===== src/rtl/sub_64bit_pipe.sv =====
// Four-stage pipelined 64-bit subtractor: diff = a - b - b_in, computed as a + ~b + ~b_in.
// Each stage resolves one 16-bit slice; a global valid/ready stall holds every stage at once.
module sub_64bit_pipe (
  input  logic        clk,
  input  logic        rst,
  input  logic        in_valid,
  output logic        in_ready,
  input  logic [63:0] a,
  input  logic [63:0] b,
  input  logic        b_in,
  output logic        out_valid,
  input  logic        out_ready,
  output logic [63:0] diff,
  output logic        b_out,
  output logic        ovf
);

  logic        adv;
  logic [3:0]  v_q, v_d;

  logic [15:0] s0_diff_q, s0_diff_d;
  logic        s0_c_q, s0_c_d;
  logic [47:0] s0_a_q, s0_a_d, s0_nb_q, s0_nb_d;
  logic        s0_sa_q, s0_sa_d, s0_sb_q, s0_sb_d;

  logic [31:0] s1_diff_q, s1_diff_d;
  logic        s1_c_q, s1_c_d;
  logic [31:0] s1_a_q, s1_a_d, s1_nb_q, s1_nb_d;
  logic        s1_sa_q, s1_sa_d, s1_sb_q, s1_sb_d;

  logic [47:0] s2_diff_q, s2_diff_d;
  logic        s2_c_q, s2_c_d;
  logic [15:0] s2_a_q, s2_a_d, s2_nb_q, s2_nb_d;
  logic        s2_sa_q, s2_sa_d, s2_sb_q, s2_sb_d;

  logic [63:0] diff_q, diff_d;
  logic        b_out_q, b_out_d;
  logic        ovf_q, ovf_d;

  logic [16:0] sum0, sum1, sum2, sum3;

  // The subtrahend is inverted once on entry so later slices are plain adds.
  always_comb begin
    adv      = ~v_q[3] | out_ready;
    in_ready = adv & ~rst;

    sum0 = {1'b0, a[15:0]}       + {1'b0, ~b[15:0]}    + {16'b0, ~b_in};
    sum1 = {1'b0, s0_a_q[15:0]}  + {1'b0, s0_nb_q[15:0]} + {16'b0, s0_c_q};
    sum2 = {1'b0, s1_a_q[15:0]}  + {1'b0, s1_nb_q[15:0]} + {16'b0, s1_c_q};
    sum3 = {1'b0, s2_a_q}        + {1'b0, s2_nb_q}       + {16'b0, s2_c_q};

    v_d       = v_q;
    s0_diff_d = s0_diff_q;  s0_c_d = s0_c_q;  s0_a_d = s0_a_q;  s0_nb_d = s0_nb_q;
    s0_sa_d   = s0_sa_q;    s0_sb_d = s0_sb_q;
    s1_diff_d = s1_diff_q;  s1_c_d = s1_c_q;  s1_a_d = s1_a_q;  s1_nb_d = s1_nb_q;
    s1_sa_d   = s1_sa_q;    s1_sb_d = s1_sb_q;
    s2_diff_d = s2_diff_q;  s2_c_d = s2_c_q;  s2_a_d = s2_a_q;  s2_nb_d = s2_nb_q;
    s2_sa_d   = s2_sa_q;    s2_sb_d = s2_sb_q;
    diff_d    = diff_q;     b_out_d = b_out_q; ovf_d = ovf_q;

    if (adv) begin
      v_d = {v_q[2:0], in_valid & in_ready};

      s0_diff_d = sum0[15:0];
      s0_c_d    = sum0[16];
      s0_a_d    = a[63:16];
      s0_nb_d   = ~b[63:16];
      s0_sa_d   = a[63];
      s0_sb_d   = b[63];

      s1_diff_d = {sum1[15:0], s0_diff_q};
      s1_c_d    = sum1[16];
      s1_a_d    = s0_a_q[47:16];
      s1_nb_d   = s0_nb_q[47:16];
      s1_sa_d   = s0_sa_q;
      s1_sb_d   = s0_sb_q;

      s2_diff_d = {sum2[15:0], s1_diff_q};
      s2_c_d    = sum2[16];
      s2_a_d    = s1_a_q[31:16];
      s2_nb_d   = s1_nb_q[31:16];
      s2_sa_d   = s1_sa_q;
      s2_sb_d   = s1_sb_q;

      diff_d  = {sum3[15:0], s2_diff_q};
      b_out_d = ~sum3[16];
      ovf_d   = (s2_sa_q ^ s2_sb_q) & (sum3[15] ^ s2_sa_q);
    end
  end

  always_ff @(posedge clk or posedge rst) begin
    if (rst) begin
      v_q       <= '0;
      s0_diff_q <= '0;  s0_c_q <= 1'b0;  s0_a_q <= '0;  s0_nb_q <= '0;
      s0_sa_q   <= 1'b0; s0_sb_q <= 1'b0;
      s1_diff_q <= '0;  s1_c_q <= 1'b0;  s1_a_q <= '0;  s1_nb_q <= '0;
      s1_sa_q   <= 1'b0; s1_sb_q <= 1'b0;
      s2_diff_q <= '0;  s2_c_q <= 1'b0;  s2_a_q <= '0;  s2_nb_q <= '0;
      s2_sa_q   <= 1'b0; s2_sb_q <= 1'b0;
      diff_q    <= '0;  b_out_q <= 1'b0; ovf_q <= 1'b0;
    end else begin
      v_q       <= v_d;
      s0_diff_q <= s0_diff_d;  s0_c_q <= s0_c_d;  s0_a_q <= s0_a_d;  s0_nb_q <= s0_nb_d;
      s0_sa_q   <= s0_sa_d;    s0_sb_q <= s0_sb_d;
      s1_diff_q <= s1_diff_d;  s1_c_q <= s1_c_d;  s1_a_q <= s1_a_d;  s1_nb_q <= s1_nb_d;
      s1_sa_q   <= s1_sa_d;    s1_sb_q <= s1_sb_d;
      s2_diff_q <= s2_diff_d;  s2_c_q <= s2_c_d;  s2_a_q <= s2_a_d;  s2_nb_q <= s2_nb_d;
      s2_sa_q   <= s2_sa_d;    s2_sb_q <= s2_sb_d;
      diff_q    <= diff_d;     b_out_q <= b_out_d; ovf_q <= ovf_d;
    end
  end

  assign out_valid = v_q[3];
  assign diff      = diff_q;
  assign b_out     = b_out_q;
  assign ovf       = ovf_q;

endmodule

===== config.mk =====
export PLATFORM = sky130hd
export DESIGN_NAME = sub_64bit_pipe
export DESIGN_NICKNAME = d
export VERILOG_FILES = /design/src/rtl/sub_64bit_pipe.sv
export SDC_FILE = /design/constraint.sdc
export NUM_CORES = 1
export LEC_CHECK = 0
export ABC_AREA = 1
export CAP_MARGIN = 25
export CORE_MARGIN = 8
export CORE_UTILIZATION = 55
export DETAILED_ROUTE_END_ITERATION = 8
export PLACE_DENSITY_LB_ADDON = 0.25
export SETUP_SLACK_MARGIN = 0.1
export SLEW_MARGIN = 10
export SYNTH_ARGS = -nofsm -noshare
export SYNTH_HDL_FRONTEND = slang
export SYNTH_SLANG_ARGS = --single-unit

===== constraint.sdc =====
create_clock -name clk -period 41.9 [get_ports clk]
set_input_delay 12.57 -clock clk [delete_from_list [all_inputs] [get_ports clk]]
set_output_delay 12.57 -clock clk [all_outputs]
set_load 0.02 [all_outputs]

; Yosys cells after proc, flatten, opt, wreduce, memory -nomap -nowiden
; Cells that the tools add are included.
[op_classes]
add_sub_neg = 8
bitwise_logic = 12
[op_table]
columns = operator, count
row1 = adder 16 x 16 -> 17 bit, 4
row2 = adder 17 x 1 -> 17 bit, 4
row3 = inverter 48 bit, 1
row4 = inverter 16 bit, 1
row5 = inverter 1 bit, 4
row6 = bitwise AND 1 bit, 3
row7 = XOR 1 bit, 2
row8 = OR 1 bit, 1
[totals]
ff_bits = 367
inputBits = 133
output_inout_bits = 68
word_cells = 42

; Longest topological paths before layout
[depth]
ltp_word = 4
mapped_depth = 13
depth_no_buf = 13

; Worst setup path after synthesis
; OpenSTA, ideal clock, no wires.
[synth_timing]
path_type = input -> output
startpoint = input out_ready
endpoint = output in_ready
arrival_time_ps = 13074
t_required_ps = 29330
slack_ps = 16256
path_stages = 3
path_buffers = 1
path_cell_list = nor2_4 buf_2 nor2_1
[synth_via]
elab_chain_len = 2
[synth_rtl]
columns = item, line_no
row1 = from (decl), 12  ; input logic out_ready,
row2 = OR 1 bit, 44  ; adv = ~v_q[3] | out_ready;
row3 = bitwise AND 1 bit, 45  ; in_ready = adv & ~rst;
row4 = to (decl), 7  ; output logic in_ready,
; No other way between the ends.

; Worst setup path in the final report
; Same ends and word-level chain as after synthesis.

==> results.py <==
metrics = {
    "synth": {
        "syn_nets": 2168,
        "yosysSeqAreaShare_pct": 54.9,
        "netlist_area_mm2": 0.0166,
        "synth-seq-cells": 364,
        "yosysWarnings": 0,
        "synth_top_area_share_pct": 54.9,
        "syn_inst": 1967,
        "syn_area_per_cell_um2": 8.44,
        "synth_top_area_cell": "dfrtp_1",
        "synth_cell_types": 37,
        "synth_area_leaders": "dfrtp_1 55%, nand2_1 18%, o21ai_0 6.1%",
    },
    "power_and_ir_drop": {
        "power_density_mw_per_mm2": 77.4,
        "switchingPower_uw": 599,
        "vdd_ir_drop_max_uv": 55.7,
        "pwr-share-comb_pct": 39.7,
        "seqPwrFrac_pct": 37.1,
        "swShare_pct": 38.1,
        "intPower_uw": 971,
        "p_clk_share_pct": 23.2,
        "power_leakage_nw": 10.1,
    },
    "clock_network": {
        "cts_tree": "done",
        "cts_setup_buffers": 0,
        "clock_path_buffers": 3,
        "cts.sinks": 364,
        "insertion_delay_ns": 0.52,
        "clockRootBuffer": "clkbuf_16",
        "ctsResizeCount": 0,
        "path_clk_slew_ns": 0.06,
        "postCtsHoldBufs": 0,
        "cts_max_level": 2,
        "cts_inserted_buffers": 39,
    },
    "setup_path": {
        "path_class": "input port to primary output",
        "r2r_slack_ns": 38.74,
        "timing.rr.start": "v_q[3]$_DFFE_PP0N_",
        "cp_max_fo": 28,
        "cp_data_arrival_time_ns": 14.36,
        "worstSetupStartpointType": "input port",
        "r2r-end": "diff[51]$_DFFE_PP0N_",
        "worstPathRequired_ns": 29.33,
        "worstSetupEndpointType": "primary output",
        "ff2ff_path_depth": 5,
    },
    "timing": {
        "clock.fmax_ghz": 0.0371,
        "clock_skew_ns": 0.0162,
        "period_minus_slack_ns": 26.93,
        "setup_tns_ns": 0,
        "slew_headroom_pct": 38.2,
        "hold_viol": 0,
        "slew_viol_final": 0,
        "tightest_slew_ns": 0.927,
        "post-route-period-util_pct": 64.3,
        "rsz0062_at_grt": "false",
        "finalSetupViolCount": 0,
    },
    "floorplan": {
        "core_mm2": 0.0297,
        "top_level_ports": 201,
        "rows": 63,
        "die_w_um": 190,
        "die_area_mm2": 0.0360,
        "die_h_um": 190,
        "initial_utilization_pct": 55.9,
    },
    "placed_design": {
        "placed_cell_area_mm2": 0.0188,
        "hpwl_um": 24900,
        "globalplace.congestion": 0.879,
        "port-buffer-count": 200,
    },
    "routing": {
        "drc": 0,
        "drt-initial-drc-count": 1215,
        "drt-pass1-iter-count": 7,
        "vias_per_cell": 5.20,
        "wl_per_cell_um": 14.6,
        "antenna_left": 0,
        "num_vias": 13312,
        "totalWireLength_um": 37400,
    },
    "global_route": {
        "grt_pass1_vias": 13292,
        "met1_usage_pct": 28.1,
        "overflow": 0,
        "grt_max_degree": 208,
        "gr-max-usage-layer": "met2",
        "grt_pass1_wl_um": 63400,
        "grtUsageMet3_pct": 3.90,
        "gr-usage-met2_pct": 34.0,
        "antenna_found_initial": 2,
        "grt.total_usage_pct": 20.9,
    },
    "flow_run": {
        "maxCapViolations": 0,
    },
    "cells_and_area": {
        "final_layout_size_suffix_gt1_share_pct": 4.34,
        "nets": 2342,
        "n_antenna_cell": 0,
        "fill_cells": 2371,
        "layout.cells.most_common_list": "778 x nand2_1, 364 x dfrtp_1, 202 x o21ai_0, 200 x clkdlybuf4s50_1, 162 x inv_1",
        "layout_commonest_cell": "nand2_1",
        "stdcell_area_mm2": 0.0203,
        "area_growth_pct": 22.2,
    },
    "worst_hold_path": {
        "min_to": "v_q[3]$_DFFE_PP0N_",
        "hp-class": "flip-flop to flip-flop",
        "hold_depth": 2,
        "hold_start": "v_q[2]$_DFFE_PP0N_",
    },
    "run_status": {
        "status": "complete, no violations",
    },
}
[registers in the layout (all words and copies together) (netlist names)]
signal	flops
s1_sb_q	1
v_q	4
diff	64
s1_c_q	1
s2_a_q	16
b_out	1
s1_a_q	32
s2_sb_q	1
s0_a_q	48
s0_sb_q	1
s2_diff_q	48
s2_nb_q	16
ovf	1
s1_nb_q	32
s0_c_q	1
s2_c_q	1
s0_diff_q	16
s0_nb_q	48
s1_diff_q	32
[stage by stage]
stage               util (%)  power [mW]  setup WS [ns]  instances  hold WS [ns]
floorplan                  -        1.00          16.26       1967         0.419
global placement        63.3        1.18          14.95       2486         0.436
detailed placement      63.3        1.20          14.97       2486         0.445
CTS                     67.9        1.58          14.95       2554         0.457
global route            68.3        1.70          14.86       2558         0.485
finish                  68.3        1.57          14.97       2558         0.452
[worst max-delay path: stages]
cell and delay (ns):
clkdlybuf4s50_1 0.46, nor2_4 0.60, nor2_1 0.14, clkdlybuf4s50_1 0.58
[power by group through the flow]
stage	Combinational [mW]	Clock (mW)	Sequential, mW
after floorplan	0.394	0	0.606
after global placement	0.596	0	0.582
after detailed placement	0.615	0	0.586
after CTS	0.622	0.372	0.582
after global routing	0.710	0.387	0.599
final	0.623	0.365	0.583
[layout make-up]
type / count / area (um^2) / share of cell area [%]
Sequential cell: 364 / 9110 / 44.9
Multi-Input combinational cell: 1360 / 6510 / 32.1
Tap cell: 390 / 488 / 2.40
Timing Repair Buffer: 212 / 2170 / 10.7
Clock inverter: 15 / 234 / 1.15
Clock buffer: 53 / 1150 / 5.67
Inverter: 164 / 631 / 3.11
[layer usage]
metal,part of all wire [%],vias up
met4,2.6,4
met5,0.064,-
met3,5.5,72
li1,-,6610
met2,47,348
met1,45,6278
[synth_stat cells (all sizes together)]
library cell / count
a211oi: 1
o22ai: 2
o21ai: 232
a21oi: 74
xor2: 2
dfrtp: 364
nor2: 57
inv: 164
xnor2: 7
nand3: 69
fa: 8
a21o: 2
and2: 6
ha: 60
clkbuf: 21
nand4: 9
a31oi: 9
nand3b: 5
and3: 1
o21bai: 4
o31ai: 4
nand2: 785
nor3: 6
o21a: 5
buf: 58
a22o: 1
or2: 11
[worst max-delay path by stage]
stage	start	to	cells after the start
after global placement	out_ready	in_ready	4
after CTS	out_ready	in_ready	4
after detailed placement	out_ready	in_ready	4
after floorplan	out_ready	in_ready	3
after global routing	out_ready	in_ready	4
final	out_ready	in_ready	4
[kinds of logic after synthesis]
| family | after synthesis | synth area share, % |
|---|---|---|
| buffers and inverters | 243 | 5.92 |
| flip-flops | 364 | 54.9 |
| XOR/XNOR | 9 | 0.475 |
| adder cells (fa/ha/maj) | 68 | 5.49 |
| AO/OA/AOI/OAI | 334 | 10.5 |
| AND/OR/NAND/NOR | 949 | 22.7 |
Power figures use the tool's default switching activity.
